$ cat src/rtl/sram_like_arbiter_pkg.sv
// Shared encodings for the SRAM-like arbiter: transfer sizes, owner tags and grant FSM states.
package sram_like_arbiter_pkg;

  typedef enum logic [1:0] {
    SIZE_BYTE = 2'd0,
    SIZE_HALF = 2'd1,
    SIZE_WORD = 2'd2
  } sram_size_e;

  localparam logic OWNER_INST = 1'b0;
  localparam logic OWNER_DATA = 1'b1;

  typedef enum logic [1:0] {
    ST_IDLE      = 2'd0,
    ST_LOCK_INST = 2'd1,
    ST_LOCK_DATA = 2'd2
  } arb_state_e;

  function automatic arb_state_e lock_state(input logic owner);
    return (owner == OWNER_DATA) ? ST_LOCK_DATA : ST_LOCK_INST;
  endfunction

endpackage

$ cat src/rtl/sram_like_arbiter_owner_fifo.sv
// In-order owner tag FIFO: one bit per accepted request, popped as responses return.
module sram_owner_fifo #(
  parameter int DEPTH = 4
) (
  input  logic clk,
  input  logic resetn,
  input  logic push,
  input  logic pop,
  input  logic din,
  output logic head,
  output logic full,
  output logic empty
);
  localparam int PW = (DEPTH > 1) ? $clog2(DEPTH) : 1;
  localparam int CW = $clog2(DEPTH + 1);

  logic          mem [DEPTH];
  logic [PW-1:0] wr_ptr;
  logic [PW-1:0] rd_ptr;
  logic [CW-1:0] count;

  function automatic logic [PW-1:0] ptr_inc(input logic [PW-1:0] p);
    return (p == PW'(DEPTH - 1)) ? '0 : p + PW'(1);
  endfunction

  always_ff @(posedge clk) begin
    if (!resetn) begin
      wr_ptr <= '0;
      rd_ptr <= '0;
      count  <= '0;
    end else begin
      if (push) begin
        mem[wr_ptr] <= din;
        wr_ptr      <= ptr_inc(wr_ptr);
      end
      if (pop) rd_ptr <= ptr_inc(rd_ptr);
      case ({push, pop})
        2'b10:   count <= count + CW'(1);
        2'b01:   count <= count - CW'(1);
        default: ;
      endcase
    end
  end

  assign head  = mem[rd_ptr];
  assign full  = (count == CW'(DEPTH));
  assign empty = (count == '0);

endmodule

$ cat src/rtl/sram_like_arbiter.sv
// Shares one SRAM-like downstream port between fetch (inst) and EXE (data) requesters,
// with data priority, a starvation guard for fetch, and in-order response routing.
module sram_like_arbiter
  import sram_like_arbiter_pkg::*;
#(
  parameter int OUTSTANDING  = 4,
  parameter int STARVE_LIMIT = 4
) (
  input  logic        clk,
  input  logic        resetn,
  input  logic        inst_req,
  input  logic        inst_wr,
  input  logic [1:0]  inst_size,
  input  logic [31:0] inst_addr,
  input  logic [3:0]  inst_wstrb,
  input  logic [31:0] inst_wdata,
  output logic        inst_addr_ok,
  output logic        inst_data_ok,
  output logic [31:0] inst_rdata,
  input  logic        data_req,
  input  logic        data_wr,
  input  logic [1:0]  data_size,
  input  logic [31:0] data_addr,
  input  logic [3:0]  data_wstrb,
  input  logic [31:0] data_wdata,
  output logic        data_addr_ok,
  output logic        data_data_ok,
  output logic [31:0] data_rdata,
  output logic        out_req,
  output logic        out_wr,
  output logic [1:0]  out_size,
  output logic [31:0] out_addr,
  output logic [3:0]  out_wstrb,
  output logic [31:0] out_wdata,
  input  logic        out_addr_ok,
  input  logic        out_data_ok,
  input  logic [31:0] out_rdata,
  output logic        proto_err
);
  localparam int SW = $clog2(STARVE_LIMIT + 1);

  arb_state_e    state;
  logic [SW-1:0] starve_cnt;
  logic          gnt_valid;
  logic          gnt_owner;
  logic          accept;
  logic          resp_valid;
  logic          fifo_head;
  logic          fifo_full;
  logic          fifo_empty;

  // Fetch gets one forced grant once data has won STARVE_LIMIT times in a row over it.
  always_comb begin
    gnt_valid = 1'b0;
    gnt_owner = OWNER_INST;
    case (state)
      ST_IDLE: begin
        if (!fifo_full) begin
          if (data_req && !(inst_req && starve_cnt == SW'(STARVE_LIMIT))) begin
            gnt_valid = 1'b1;
            gnt_owner = OWNER_DATA;
          end else if (inst_req) begin
            gnt_valid = 1'b1;
            gnt_owner = OWNER_INST;
          end
        end
      end
      ST_LOCK_INST: begin
        gnt_valid = 1'b1;
        gnt_owner = OWNER_INST;
      end
      ST_LOCK_DATA: begin
        gnt_valid = 1'b1;
        gnt_owner = OWNER_DATA;
      end
      default: ;
    endcase
    if (!resetn) gnt_valid = 1'b0;
  end

  assign accept     = gnt_valid && out_addr_ok;
  assign resp_valid = resetn && out_data_ok && !fifo_empty;

  assign out_req   = gnt_valid;
  assign out_wr    = (gnt_owner == OWNER_DATA) ? data_wr    : inst_wr;
  assign out_size  = (gnt_owner == OWNER_DATA) ? data_size  : inst_size;
  assign out_addr  = (gnt_owner == OWNER_DATA) ? data_addr  : inst_addr;
  assign out_wstrb = (gnt_owner == OWNER_DATA) ? data_wstrb : inst_wstrb;
  assign out_wdata = (gnt_owner == OWNER_DATA) ? data_wdata : inst_wdata;

  assign inst_addr_ok = accept && (gnt_owner == OWNER_INST);
  assign data_addr_ok = accept && (gnt_owner == OWNER_DATA);
  assign inst_data_ok = resp_valid && (fifo_head == OWNER_INST);
  assign data_data_ok = resp_valid && (fifo_head == OWNER_DATA);
  assign inst_rdata   = out_rdata;
  assign data_rdata   = out_rdata;

  always_ff @(posedge clk) begin
    if (!resetn) begin
      state      <= ST_IDLE;
      starve_cnt <= '0;
      proto_err  <= 1'b0;
    end else begin
      case (state)
        ST_IDLE:      if (gnt_valid && !out_addr_ok) state <= lock_state(gnt_owner);
        ST_LOCK_INST,
        ST_LOCK_DATA: if (out_addr_ok) state <= ST_IDLE;
        default:      state <= ST_IDLE;
      endcase

      if (!inst_req) starve_cnt <= '0;
      else if (accept && gnt_owner == OWNER_INST) starve_cnt <= '0;
      else if (accept && starve_cnt != SW'(STARVE_LIMIT)) starve_cnt <= starve_cnt + SW'(1);

      if (out_data_ok && fifo_empty) proto_err <= 1'b1;
    end
  end

  sram_owner_fifo #(.DEPTH(OUTSTANDING)) u_owner_fifo (
    .clk    (clk),
    .resetn (resetn),
    .push   (accept),
    .pop    (resp_valid),
    .din    (gnt_owner),
    .head   (fifo_head),
    .full   (fifo_full),
    .empty  (fifo_empty)
  );

endmodule

$ cat config.mk
export PLATFORM = sky130hd
export DESIGN_NAME = sram_like_arbiter
export DESIGN_NICKNAME = d
export VERILOG_FILES = /design/src/rtl/sram_like_arbiter_pkg.sv /design/src/rtl/sram_like_arbiter_owner_fifo.sv /design/src/rtl/sram_like_arbiter.sv
export SDC_FILE = /design/constraint.sdc
export NUM_CORES = 1
export LEC_CHECK = 0
export CAP_MARGIN = 20
export CORE_ASPECT_RATIO = 0.5
export CORE_MARGIN = 10
export CORE_UTILIZATION = 27
export DETAILED_ROUTE_END_ITERATION = 7
export PLACE_DENSITY = 0.83
export SLEW_MARGIN = 10
export SYNTH_ARGS = -nofsm -noshare
export SYNTH_HDL_FRONTEND = slang
export SYNTH_SLANG_ARGS = --single-unit
$ cat constraint.sdc
create_clock -name clk -period 2.83 [get_ports clk]
set_input_delay 0.4245 -clock clk [delete_from_list [all_inputs] [get_ports clk]]
set_output_delay 0.4245 -clock clk [all_outputs]
set_load 0.1 [all_outputs]
==> flow_metrics.tcl, run 1 <==
set metrics [dict create \
    status "finished, final reports clean" \
    htreeDepth 1 \
    wl_mm 12.9 \
    synth_ff_type "dfxtp_1" \
    grt_max_degree 31 \
    floorplan.initialDensity_pct 27.9 \
    grt_pass1_vias 2725 \
    yosysUniqueCellTypes 42 \
    die_y_um 89.9 \
    portBuffers 224 \
    synth-seq-area-share_pct 15.9 \
    met2WireLength_mm 6.58 \
    clkLatencyLatePin_ps 250 \
    hp-class "register to register" \
    drv_slew 0 \
    crit_path_end_kind "output pin" \
    startpoint_type "register" \
    drive_gt1_share_pct 40.2 \
    utilization_pct 57.1 \
    ant_nets 0 \
    final.setup_skew_ps 3.15 \
    syn_to_final_growth_pct 105 \
    fp.coreArea_mm2 0.00948 \
    highest_layer "met5" \
    n_fill_cell 754 \
    synth_edf_count 4 \
    fin_crit_ps 2710 \
    max_slew_margin_pct 73.3 \
    cts_buffer_depth 2 \
    clock.fmax_mhz 369 \
    cts_tree "done" \
    postCtsSetupRepairBufs 0 \
    clock-root-buffer "clkbuf_16" \
    synth_top_area_cell "mux2_4" \
    criticalPathCategory "register to output pin" \
    firstDrtPassIters 4 \
    maxCapViolations 0 \
    grt_usage_pct 16.8 \
    drt_iter0_markers 84 \
    viasPerCell 4.46 \
    worstPathMaxFanout 26 \
    dpl.hpwl_mm 11.7 \
    multi_input_area_mm2 0.00161 \
    final-seq-area_um2 420 \
    gp_congestion 0.774 \
    finalHoldViolCount 0 \
    syn_nets 444 \
    drcViolationCount 0 \
    async_flop_share_pct 0 \
    die_area_mm2 0.0144 \
    power.density_mw_per_mm2 870 \
    clk_pin_slew_ps 50 \
    yosys-top-cells-area "mux2_4 (34%), buf_4 (18%), dfxtp_1 (11%)" \
    yosysTopAreaCellShare_pct 34.1 \
    wl_met1_mm 4.69 \
    synth_cells 252 \
    worst_slew_pin_slew_ps 398 \
    yosys_warnings 0 \
    cts_inserted_buffers 3 \
    leakage_nw 2.33 \
    post_drt_wl_per_cell_um 23.5 \
    cts_sinks 19 \
    required_ps 2410 \
    num_antenna_cells 0 \
    synth-seq-cells 19 \
    die_x_um 160 \
    rsz0062_at_grt "false" \
    fin_crit_sh_pct 95.9 \
    syn_avg_cell_area_um2 10.5 \
    grt_antenna_before_repair 0 \
    nets 608 \
    setup_viol 0 \
    worst_ep_arrival_time_ps 2290 \
    num_rows 25 \
    routed-wl-met3_mm 1.50 \
    synthesis.area_mm2 0.00264 \
    synthTopCellsByCount "buf_4 (64), mux2_4 (60), dfxtp_1 (15)" \
    whs_ps 504 \
    yosysMostFrequentCell "buf_4" \
    pin_count 321 \
    overflow 0 \
    grt_pass1_wl_mm 18.6 \
    dr_total_vias 2451 \
    ir_drop_uv 317 \
]
## placed cells by master, fill, tap and decap left out, drive strengths merged, types with 4 or more instances in the layout
cell           count
and2               4
and3               4
buf               85
clkdlybuf4s50    147
dfxtp             15
edfxtp             4
ha                11
inv               14
mux2              71
nand2              6
nand3              5
nor2               4
nor2b              4
o21ai              4
## layout make-up
| class | instances | area share (%) |
|---|---|---|
| tap | 135 | 3.12 |
| clock inverter | 1 | 0.139 |
| timing repair buffer | 232 | 56.9 |
| multi-input combinational | 146 | 29.7 |
| sequential | 19 | 7.77 |
| clock buffer | 3 | 1.39 |
| inverter | 14 | 1.02 |
## stage by stage
stage	worst slack, ps	setup TNS [ps]	total power [mW]	cell area [um2]	cells
6_report	116	0	4.71	5410	550
5_1_grt	0.858	0	4.83	5410	550
3_5_place_dp	-5.22	-5.22	4.43	5320	546
3_3_place_gp	113	0	4.39	5320	546
2_1_floorplan	175	0	3.44	2650	252
4_1_cts	13.2	0	4.73	5410	550
## cell families (layout without fill, tap and decap cells)
group	Yosys count	after routing	share of synthesized area (%)
buf+inv	87	250	23.5
xor+xnor	2	2	0.664
flops	19	19	15.9
fa+ha+maj	12	12	5.97
compound gates	25	25	7.01
mux	72	72	39.7
simple gates	35	35	7.25
## power breakdown
part,internal [mW],switching (mW),total (mW)
Sequential,0.317,0.0301,0.347
Clock,0.191,0.106,0.297
Combinational,1.61,2.45,4.06
Total,2.12,2.59,4.71
## per-layer routing
metal,vias up,track usage (%)
met3,10,8.28
met5,-,2.80
met4,2,2.51
met2,181,30.3
met1,1114,17.5
li1,1144,-
## timing repair
action,4_1_cts,5_1_grt
resized for setup,0,1
endpoints found under the setup margin,0,20
hold buffers,0,0
## worst max-delay path, stage by stage, from the launching register on
cell and delay, ps:
dfxtp_1 370, inv_1 80, ha_1 260, nand3_1 120
a41oi_2 200, inv_4 130, buf_6 290, mux2_2 400
buf_12 170
## final timing paths
| check | depth (start not counted) | start | slack, ps | to |
|---|---|---|---|---|
| setup / recovery | 8 | starve_cnt[0] | 120 | out_wdata[25] |
| hold / removal | 1 | starve_cnt[1] | 500 | starve_cnt[1] |
| setup reg to reg | 12 | state[0] | 290 | u_owner_fifo.count[2] |
| hold reg to reg | 1 | starve_cnt[1] | 500 | starve_cnt[1] |
No activity file was read; power rests on OpenSTA's default activity.
==> inputs of run 2 (changes only) <==
--- a/config.mk
+++ b/config.mk
@@ -10,6 +10,7 @@
 export CORE_MARGIN = 10
 export CORE_UTILIZATION = 27
 export DETAILED_ROUTE_END_ITERATION = 7
+export GPL_TIMING_DRIVEN = 0
 export PLACE_DENSITY = 0.83
 export SLEW_MARGIN = 10
 export SYNTH_ARGS = -nofsm -noshare
==> run 2 against run 1 <==
Sequential power about the same. Worst setup slack worse by 61 ps. Fmax down 2.2%. Largest cell class unchanged.
==> flow_metrics.tcl, run 2 (synthesized netlist as in run 1, its figures left out) <==
set metrics [dict create \
    r2r_start "state[0]" \
    finalNonFillerCells 679 \
    num_antenna_cells 0 \
    final-seq-area_um2 420 \
    postCtsSetupRepairBufs 0 \
    die_area_mm2 0.0144 \
    worstPathMaxFanout 10 \
    grt_usage_pct 18.7 \
    floorplan.initialDensity_pct 27.9 \
    drcViolationCount 0 \
    cts_sinks 19 \
    slowest_stage "clkdlybuf4s50_1" \
    final_common_cell "clkdlybuf4s50_1" \
    critPathCapture "out_addr[9]" \
    cp_num_buf_inv 5 \
    clk_pin_slew_ps 50 \
    viasPerCell 4.11 \
    pin_count 321 \
    post_drt_wl_per_cell_um 21.6 \
    drv_slew 0 \
    die_x_um 160 \
    overflow 0 \
    clock.fmax_mhz 360 \
    startpoint "inst_req" \
    status "finished, final reports clean" \
    cp.depth 8 \
    nets 737 \
    grt_pass1_wl_mm 21.0 \
    power.density_mw_per_mm2 803 \
    dr_total_vias 2790 \
    num_rows 25 \
    dp_cells 675 \
    cts.repair.resized 424 \
    clock-root-buffer "clkbuf_16" \
    reg2reg_slack_ps 170 \
    drt_iter0_markers 173 \
    worst_ep_arrival_time_ps 2350 \
    hp-class "register to register" \
    n_fill_cell 844 \
    gp_congestion 0.807 \
    htreeDepth 1 \
    ir_drop_uv 414 \
    dpl.hpwl_mm 13.4 \
    cts_buffer_depth 2 \
    placedInstanceArea_mm2 0.00570 \
    path_delay_family "buffers and inverters" \
    path_cells "clkdlybuf4s50_1 > nand3_1 > a41oi_2 > inv_2 > buf_6 > buf_6 > mux2_4 > buf_4" \
    dp_slack_ps -785 \
    timing.rr.end "u_owner_fifo.count[2]" \
    cts_inserted_buffers 3 \
    firstDrtPassIters 4 \
    die_y_um 89.9 \
    max_stage_delay_ps 540 \
    clkLatencyLatePin_ps 250 \
    grt_pass1_vias 2996 \
    required_ps 2410 \
    multi_input_area_mm2 0.00162 \
    leakage_nw 2.54 \
    maxCapViolations 0 \
    finalWorstSetupSlack_ps 55.3 \
    r2r_cells 12 \
    max_slew_margin_pct 29.5 \
    cts_tree "done" \
    grt_max_degree 14 \
    final_area_mm2 0.00560 \
    criticalPathCategory "input port to output pin" \
    wl_mm 14.7 \
    setup_viol 0 \
    mostFrequentLayoutCells "clkdlybuf4s50_1 (212), buf_4 (124), mux2_4 (60), dfxtp_1 (15), inv_1 (13)" \
    worst_slew_pin_slew_ps 1050 \
    final.setup_skew_ps 1.36 \
    crit_top_cell "buf_6" \
    startpoint_type "input port" \
    fp.coreArea_mm2 0.00948 \
    grt_antenna_before_repair 0 \
    rsz0062_at_grt "false" \
    fin_crit_ps 2770 \
    syn_to_final_growth_pct 112 \
    crit_path_end_kind "output pin" \
    utilization_pct 59.1 \
    cts-hold-fix-buffers 0 \
    fin_crit_sh_pct 98.0 \
    ant_nets 0 \
    drive_gt1_share_pct 42.5 \
    finalHoldViolCount 0 \
    portBuffers 288 \
]
## run 2: cell types whose count changed in the layout (fill, tap and decap cells not counted), sizes merged
cell / change
clkdlybuf4s15: +3
clkinvlp: -1
dlygate4sd2: +1
buf: +52
clkinv: +1
clkdlybuf4s50: +65
clkbuf: +8
## run 2: report_power, final
group | total (mW) | switching, mW | internal, mW
Combinational | 3.87 | 2.72 | 1.14
Clock | 0.285 | 0.0956 | 0.189
Sequential | 0.346 | 0.0283 | 0.318
## run 2: per-layer routing
layer	track usage, %	wire (um)	part of all wire, %
met5	0	0	0
met4	1.60	49	0.33
met3	3.46	769	5.2
met2	37.4	8200	56
met1	20.5	5640	39
## run 2: worst min-delay path by stage
stage	start	end	slack (ps)	cells past startpoint
finish	proto_err	proto_err	500	2
CTS	proto_err	proto_err	500	2
global route	proto_err	proto_err	530	2
global placement	proto_err	proto_err	470	2
detailed placement	proto_err	proto_err	490	2
floorplan	u_owner_fifo.rd_ptr[0]	register	460	1
## run 2: per-stage QoR
stage | hold slack, ps | setup TNS (ps) | power (mW)
after floorplan | 465 | 0 | 3.44
after global placement | 471 | -52750 | 4.28
after detailed placement | 490 | -52990 | 4.31
after CTS | 504 | -190 | 4.51
after global routing | 532 | 0 | 4.63
final | 500 | 0 | 4.50
## run 2: worst register-to-register path: stages, from the launching register on
cell and delay, ps:
dfxtp_1 360, inv_1 80, ha_1 250, o21a_1 180, a21oi_4 220, nor2_1 100
inv_1 130, ha_1 210, inv_1 60, fa_1 370, xor2_1 160, or3_1 300
a21boi_0 160
## run 2: final cells by class
class / count / share of cell area, %
timing repair buffer: 288 / 48.1
multi-input combinational: 146 / 28.9
buffer: 73 / 10.2
sequential: 19 / 7.51
tap: 135 / 3.02
clock buffer: 3 / 1.34
inverter: 14 / 0.938
clock inverter: 1 / 0.0893
